**src/rtl/gpgpu_arb_pkg.sv**
```systemverilog
// Shared types and width helpers for the OBI arbiter: payload struct and
// index/count width functions.
package gpgpu_arb_pkg;

    localparam int unsigned OBI_AW = 32;
    localparam int unsigned OBI_DW = 32;
    localparam int unsigned OBI_BW = OBI_DW / 8;

    // Port index width, never narrower than one bit.
    function automatic int unsigned idx_w(input int unsigned n);
        return (n <= 2) ? 1 : $clog2(n);
    endfunction

    function automatic int unsigned cnt_w(input int unsigned depth);
        return $clog2(depth + 1);
    endfunction

    typedef struct packed {
        logic [OBI_AW-1:0] addr;
        logic              we;
        logic [OBI_BW-1:0] be;
        logic [OBI_DW-1:0] wdata;
    } obi_payload_t;

endpackage

```
**src/rtl/gpgpu_idx_fifo.sv**
```systemverilog
// Synchronous FIFO of port indices; head is registered storage, no fall-through.
module gpgpu_idx_fifo
    import gpgpu_arb_pkg::*;
#(
    parameter int unsigned WIDTH = 2,
    parameter int unsigned DEPTH = 4
) (
    input  logic             clk_i,
    input  logic             rst_i,
    input  logic             push_i,
    input  logic [WIDTH-1:0] data_i,
    input  logic             pop_i,
    output logic [WIDTH-1:0] head_o,
    output logic             full_o,
    output logic             empty_o
);

    localparam int unsigned PTR_W = (DEPTH <= 1) ? 1 : $clog2(DEPTH);
    localparam int unsigned CNT_W = cnt_w(DEPTH);

    logic [WIDTH-1:0] mem_q [DEPTH];
    logic [PTR_W-1:0] wr_ptr_q, rd_ptr_q;
    logic [CNT_W-1:0] count_q;
    logic             do_push, do_pop;

    assign full_o  = (count_q == CNT_W'(DEPTH));
    assign empty_o = (count_q == '0);
    assign head_o  = mem_q[rd_ptr_q];
    assign do_push = push_i && !full_o;
    assign do_pop  = pop_i && !empty_o;

    always_ff @(posedge clk_i) begin
        if (rst_i) begin
            wr_ptr_q <= '0;
            rd_ptr_q <= '0;
            count_q  <= '0;
        end else begin
            if (do_push) begin
                wr_ptr_q <= (wr_ptr_q == PTR_W'(DEPTH - 1)) ? '0 : wr_ptr_q + 1'b1;
            end
            if (do_pop) begin
                rd_ptr_q <= (rd_ptr_q == PTR_W'(DEPTH - 1)) ? '0 : rd_ptr_q + 1'b1;
            end
            if (do_push && !do_pop) begin
                count_q <= count_q + 1'b1;
            end else if (do_pop && !do_push) begin
                count_q <= count_q - 1'b1;
            end
        end
    end

    always_ff @(posedge clk_i) begin
        if (do_push) begin
            mem_q[wr_ptr_q] <= data_i;
        end
    end

endmodule

```
**src/rtl/gpgpu_obi_arbiter.sv**
```systemverilog
// N-to-1 OBI arbiter: round-robin grant with address-phase lock, and an
// outstanding-index FIFO that steers in-order responses back to requesters.
module gpgpu_obi_arbiter
    import gpgpu_arb_pkg::*;
#(
    parameter int unsigned NUM_PORTS       = 4,
    parameter int unsigned ADDR_WIDTH      = OBI_AW,
    parameter int unsigned DATA_WIDTH      = OBI_DW,
    parameter int unsigned MAX_OUTSTANDING = 4
) (
    input  logic                               clk_i,
    input  logic                               rst_i,
    input  logic [NUM_PORTS-1:0]               s_req_i,
    output logic [NUM_PORTS-1:0]               s_gnt_o,
    input  logic [NUM_PORTS*ADDR_WIDTH-1:0]    s_addr_i,
    input  logic [NUM_PORTS-1:0]               s_we_i,
    input  logic [NUM_PORTS*DATA_WIDTH/8-1:0]  s_be_i,
    input  logic [NUM_PORTS*DATA_WIDTH-1:0]    s_wdata_i,
    output logic [NUM_PORTS-1:0]               s_rvalid_o,
    output logic [DATA_WIDTH-1:0]              s_rdata_o,
    output logic                               m_req_o,
    input  logic                               m_gnt_i,
    output logic [ADDR_WIDTH-1:0]              m_addr_o,
    output logic                               m_we_o,
    output logic [DATA_WIDTH/8-1:0]            m_be_o,
    output logic [DATA_WIDTH-1:0]              m_wdata_o,
    input  logic                               m_rvalid_i,
    input  logic [DATA_WIDTH-1:0]              m_rdata_i,
    output logic                               err_o
);

    localparam int unsigned BE_WIDTH = DATA_WIDTH / 8;
    localparam int unsigned IDX_W    = idx_w(NUM_PORTS);

    logic [IDX_W-1:0] rr_ptr_q, lock_idx_q, rr_idx, win_idx, fifo_head;
    logic             lock_q, err_q;
    logic             rr_valid, lock_hold, lock_drop, win_valid;
    logic             fifo_full, fifo_empty, handshake, rsp_ok;
    obi_payload_t     win_pl;

    // Round-robin scan starting at rr_ptr_q, wrapping at NUM_PORTS.
    always_comb begin
        int unsigned j;
        j        = 0;
        rr_valid = 1'b0;
        rr_idx   = '0;
        for (int unsigned i = 0; i < NUM_PORTS; i++) begin
            j = (32'(rr_ptr_q) + i) % NUM_PORTS;
            if (!rr_valid && s_req_i[j]) begin
                rr_valid = 1'b1;
                rr_idx   = IDX_W'(j);
            end
        end
    end

    // A locked port keeps the bus until granted; if it withdraws, fall back to RR.
    assign lock_hold = lock_q && s_req_i[lock_idx_q];
    assign lock_drop = lock_q && !s_req_i[lock_idx_q];
    assign win_valid = lock_hold || rr_valid;
    assign win_idx   = lock_hold ? lock_idx_q : rr_idx;

    always_comb begin
        win_pl = '0;
        for (int unsigned p = 0; p < NUM_PORTS; p++) begin
            if (IDX_W'(p) == win_idx) begin
                win_pl.addr  = s_addr_i[p*ADDR_WIDTH +: ADDR_WIDTH];
                win_pl.we    = s_we_i[p];
                win_pl.be    = s_be_i[p*BE_WIDTH +: BE_WIDTH];
                win_pl.wdata = s_wdata_i[p*DATA_WIDTH +: DATA_WIDTH];
            end
        end
    end

    assign m_addr_o  = win_pl.addr;
    assign m_we_o    = win_pl.we;
    assign m_be_o    = win_pl.be;
    assign m_wdata_o = win_pl.wdata;

    // Full blocks the request even when a pop lands this cycle.
    assign m_req_o   = win_valid && !fifo_full && !rst_i;
    assign handshake = m_req_o && m_gnt_i;
    assign rsp_ok    = m_rvalid_i && !fifo_empty && !rst_i;
    assign s_rdata_o = m_rdata_i;
    assign err_o     = err_q;

    always_comb begin
        s_gnt_o    = '0;
        s_rvalid_o = '0;
        if (handshake) begin
            s_gnt_o[win_idx] = 1'b1;
        end
        if (rsp_ok) begin
            s_rvalid_o[fifo_head] = 1'b1;
        end
    end

    always_ff @(posedge clk_i) begin
        if (rst_i) begin
            rr_ptr_q   <= '0;
            lock_q     <= 1'b0;
            lock_idx_q <= '0;
            err_q      <= 1'b0;
        end else begin
            if (handshake) begin
                rr_ptr_q <= (win_idx == IDX_W'(NUM_PORTS - 1)) ? '0 : win_idx + 1'b1;
                lock_q   <= 1'b0;
            end else if (m_req_o) begin
                lock_q     <= 1'b1;
                lock_idx_q <= win_idx;
            end else if (lock_drop) begin
                lock_q <= 1'b0;
            end
            if (lock_drop || (m_rvalid_i && fifo_empty)) begin
                err_q <= 1'b1;
            end
        end
    end

    gpgpu_idx_fifo #(
        .WIDTH(IDX_W),
        .DEPTH(MAX_OUTSTANDING)
    ) u_idx_fifo (
        .clk_i  (clk_i),
        .rst_i  (rst_i),
        .push_i (handshake),
        .data_i (win_idx),
        .pop_i  (rsp_ok),
        .head_o (fifo_head),
        .full_o (fifo_full),
        .empty_o(fifo_empty)
    );

endmodule

```
**config.mk**
```make
export PLATFORM = sky130hd
export DESIGN_NAME = gpgpu_obi_arbiter
export DESIGN_NICKNAME = d
export VERILOG_FILES = /design/src/rtl/gpgpu_arb_pkg.sv /design/src/rtl/gpgpu_idx_fifo.sv /design/src/rtl/gpgpu_obi_arbiter.sv
export SDC_FILE = /design/constraint.sdc
export NUM_CORES = 1
export LEC_CHECK = 0
export BUFFER_PORTS_ARGS = -buffer_cell sky130_fd_sc_hd__buf_2
export CAP_MARGIN = 10
export CORE_AREA = 2 2 164 166
export DETAILED_ROUTE_END_ITERATION = 12
export DIE_AREA = 0 0 166 168
export GPL_ROUTABILITY_DRIVEN = 1
export GPL_TIMING_DRIVEN = 0
export HOLD_SLACK_MARGIN = 0.06
export PLACE_DENSITY = 0.51
export SKIP_LAST_GASP = 1
export SYNTH_ARGS = -nofsm -noshare
export SYNTH_HDL_FRONTEND = slang
export SYNTH_HIERARCHICAL = 1
export SYNTH_SLANG_ARGS = --single-unit
export TNS_END_PERCENT = 5
```
**constraint.sdc**
```tcl
create_clock -name clk_i -period 4.05 [get_ports clk_i]
set_input_delay 0.6075 -clock clk_i [delete_from_list [all_inputs] [get_ports clk_i]]
set_output_delay 0.6075 -clock clk_i [all_outputs]
set_load 0.01 [all_outputs]
```
==> flow_summary.toml <==
[timing]
fin_skew_ns = 0.001414
setup_violations = 0
fmax_ghz = 0.2529
fin_crit_sh_pct = 97.65
worst_slew_pin_slew_ns = 0.7402
setup_tns_ns = 0
relSlewSlack_pct = 50.45
rsz0062_at_grt = "yes"
finalCriticalPeriod_ns = 3.955
drv_slew = 0
hold_viol = 0

[synthesis]
post_synth_inst_count = 562
ys_warn_count = 6
synthDistinctLibCells = 46
synthArstFlopShare_pct = 0
ys_top_cells_by_area = "a22oi_1 (14%), a21oi_1 (11%), o21ai_0 (10%)"
yosys.area.top_type_share_pct = 14.43
synth-edff-count = 8
syn_area_mm2 = 0.003590
synthFlopType = "dfxtp_1"
syn_nets = 889
yosysSeqAreaShare_pct = 15.06
ys_ff_latch = 23
yosys.area.top_type = "a22oi_1"
syn_area_per_cell_um2 = 6.387

[worst_setup_path]
startpoint_type = "primary input"
crit_type = "in -> out"
critPathMaxFanout = 10
r2r_start = "rr_ptr_q[1]$_SDFFE_PP0P_"
endpoint = "m_wdata_o[22]"
timing.rr.end = "u_idx_fifo/count_q[2]$_SDFFE_PP0P_"
required_ns = 3.44
rrSetupSlack_ns = 0.73
crit_path_end_kind = "output pin"
crit_arrival_ns = 3.35
r2r_cells = 13
startpoint = "s_req_i[1]"

[drt]
antenna_left = 0
viasPerCell = 4.366
drc = 0
wl_per_cell_um = 17.31
dr.first_iter.drc_count = 312
routed_wl_um = 22500
routed-via-count = 5676
drt-pass1-iter-count = 5

[clock_tree]
clock_sinks = 23
clk_path_buf_depth = 2
cts_tree = "yes"
cts_buffers = 3
clk_latency_ns = 0.26
cts_max_level = 1
clk_pin_slew_ns = 0.06
cts_root_buf = "clkbuf_16"

[global_route]
grt_pass1_vias = 5492
grtUsageTotal_pct = 14.94
grt_pass1_wl_um = 32300
grt_max_degree = 14
grt_antenna_before_repair = 0
overflow = 0

[power]
switching_share_pct = 56.23
irDropWorstVdd_mv = 0.2369
clkPwrFrac_pct = 5.7
p_switching_w = 0.002108
leakage_nw = 3.119
comb_power_share_pct = 85.3
power.density_mw_per_mm2 = 603.3
intPower_w = 0.001641
seq_power_share_pct = 9.0

[layout]
fill_cells = 3044
nets = 1287
drive_above_1_share_pct = 50.89
final_common_cell = "buf_2"
final_cell_mix = "buf_2 (395), nor2_1 (78), nand2_1 (77), a21oi_1 (75), a22oi_1 (69)"
area_growth_syn_to_layout_pct = 73.13
fin_area_mm2 = 0.006215
utilization_pct = 23.59
num_antenna_cells = 0

[worst_hold_path]
hold_class = "reg -> reg"

[place]
port_buffers = 392
dp.final_hpwl_um = 19240
place_area_mm2 = 0.005978
gp_routability_congestion = 0.8673

[floorplan]
die_h_um = 168
rows = 60
die_w_um = 166
core_mm2 = 0.02635
die_area_mm2 = 0.02789
initial_core_util_pct = 13.62
io_pins = 427

[flow_run]
max_cap_violations = 0

[outcome]
status = "complete, no violations"
-- power groups by stage --
stage / registers [W] / logic, W / clock network, W
global placement: 0.000338 / 0.00308 / 0
global route: 0.000344 / 0.00356 / 0.000229
CTS: 0.000336 / 0.00318 / 0.000221
detailed placement: 0.000340 / 0.00308 / 0
floorplan: 0.000329 / 0.00177 / 0
finish: 0.000337 / 0.00320 / 0.000214
-- metal layers --
metal / up-vias / global-route usage (%) / share of wire (%)
met5: - / 0 / 0
met4: 0 / 3.176 / 2.0
met3: 26 / 2.562 / 7.9
met2: 308 / 25.91 / 49
met1: 2576 / 19.46 / 41
li1: 2766 / - / -
-- synthesized netlist by cell type, types with 2 or more instances --
cell and instances:
a221oi_1 2, a21oi_1 77, and3_1 5, nand3_1 2
or3_1 2, edfxtp_1 8, nor3_1 5, nand2b_1 2
mux2_4 2, buf_1 7, mux4_2 2, clkbuf_1 41
mux2i_1 4, nor2b_1 4, a211oi_1 5, xor2_1 2
inv_1 8, nor3b_1 2, buf_4 32, a22oi_1 69
nand2_1 77, o21ai_1 2, o21ai_0 72, and2_1 5
ha_1 10, o31ai_2 2, nor2_1 79, buf_6 2
dfxtp_1 15
-- how the worst min path moves through the flow --
stage	startpoint	to	slack, ns	depth (start not counted)
4_1_cts	u_idx_fifo/rd_ptr_q[0]$_SDFFE_PP0P_	register	0.50	2
5_1_grt	u_idx_fifo/rd_ptr_q[0]$_SDFFE_PP0P_	u_idx_fifo/rd_ptr_q[0]$_SDFFE_PP0P_	0.52	2
2_1_floorplan	u_idx_fifo/rd_ptr_q[0]$_SDFFE_PP0P_	register	0.46	2
3_5_place_dp	u_idx_fifo/rd_ptr_q[0]$_SDFFE_PP0P_	u_idx_fifo/rd_ptr_q[0]$_SDFFE_PP0P_	0.49	2
3_3_place_gp	err_o$_SDFFE_PP0P_	err_o$_SDFFE_PP0P_	0.48	2
6_report	u_idx_fifo/rd_ptr_q[0]$_SDFFE_PP0P_	register	0.50	2
-- critical path, cell delays in order --
cell	delay [ns]
clkbuf_2	0.15
mux2_2	0.33
o2bb2ai_4	0.18
a211oi_2	0.20
a21oi_2	0.10
inv_1	0.18
ha_1	0.29
clkbuf_4	0.29
clkbuf_1	0.42
a21oi_1	0.12
o21ai_0	0.26
buf_2	0.20
-- state kept, by name, summed over array words and instances, names as in the netlist, named ones only --
signal,count
lock_q,1
rr_ptr_q,2
u_idx_fifo/rd_ptr_q,2
lock_idx_q,2
u_idx_fifo/wr_ptr_q,2
u_idx_fifo/count_q,3
err_o,1
u_idx_fifo/mem_q,8
-- logic make-up (layout without fill, tap and decap cells) --
kind of cell	after synthesis	in the layout	share of synthesized area, %
AND/OR/NAND/NOR	188	188	22.45
adder cells (fa/ha/maj)	11	11	4.043
multiplexers	10	10	4.252
AO/OA/AOI/OAI	235	235	39.67
flip-flops	23	23	15.06
buffers and inverters	93	490	14.05
XOR/XNOR	2	2	0.4881
-- area by class of cell --
type,count,area [um2],area share [%]
Multi-Input combinational cell,446,2623,42.20
Timing Repair Buffer,394,1977,31.81
Sequential cell,23,541.8,8.718
Buffer,82,510.5,8.214
Tap cell,341,426.7,6.865
Clock buffer,3,75.07,1.208
Inverter,10,56.30,0.9060
Clock inverter,1,5.005,0.08053
-- what timing repair did --
action / in CTS / in global routing
pin swaps: 1 / 2
endpoints found under the hold margin: 0 / 0
buffers inserted: 2 / 0
resized for setup: 41 / 26
hold buffers: 0 / 0
setup endpoints to repair: 72 / 68
-- stage by stage --
step	std cells	hold WS (ns)	power (W)	worst slack, ns
floorplan	562	0.4634	0.002096	0.2255
global placement	1295	0.4784	0.003418	-1.521
detailed placement	1295	0.4858	0.003416	-1.611
CTS	1300	0.5014	0.003739	-0.05334
global route	1300	0.5209	0.004136	-0.07977
finish	1300	0.4981	0.003750	0.09515
No activity file was read; power rests on OpenSTA's default activity.
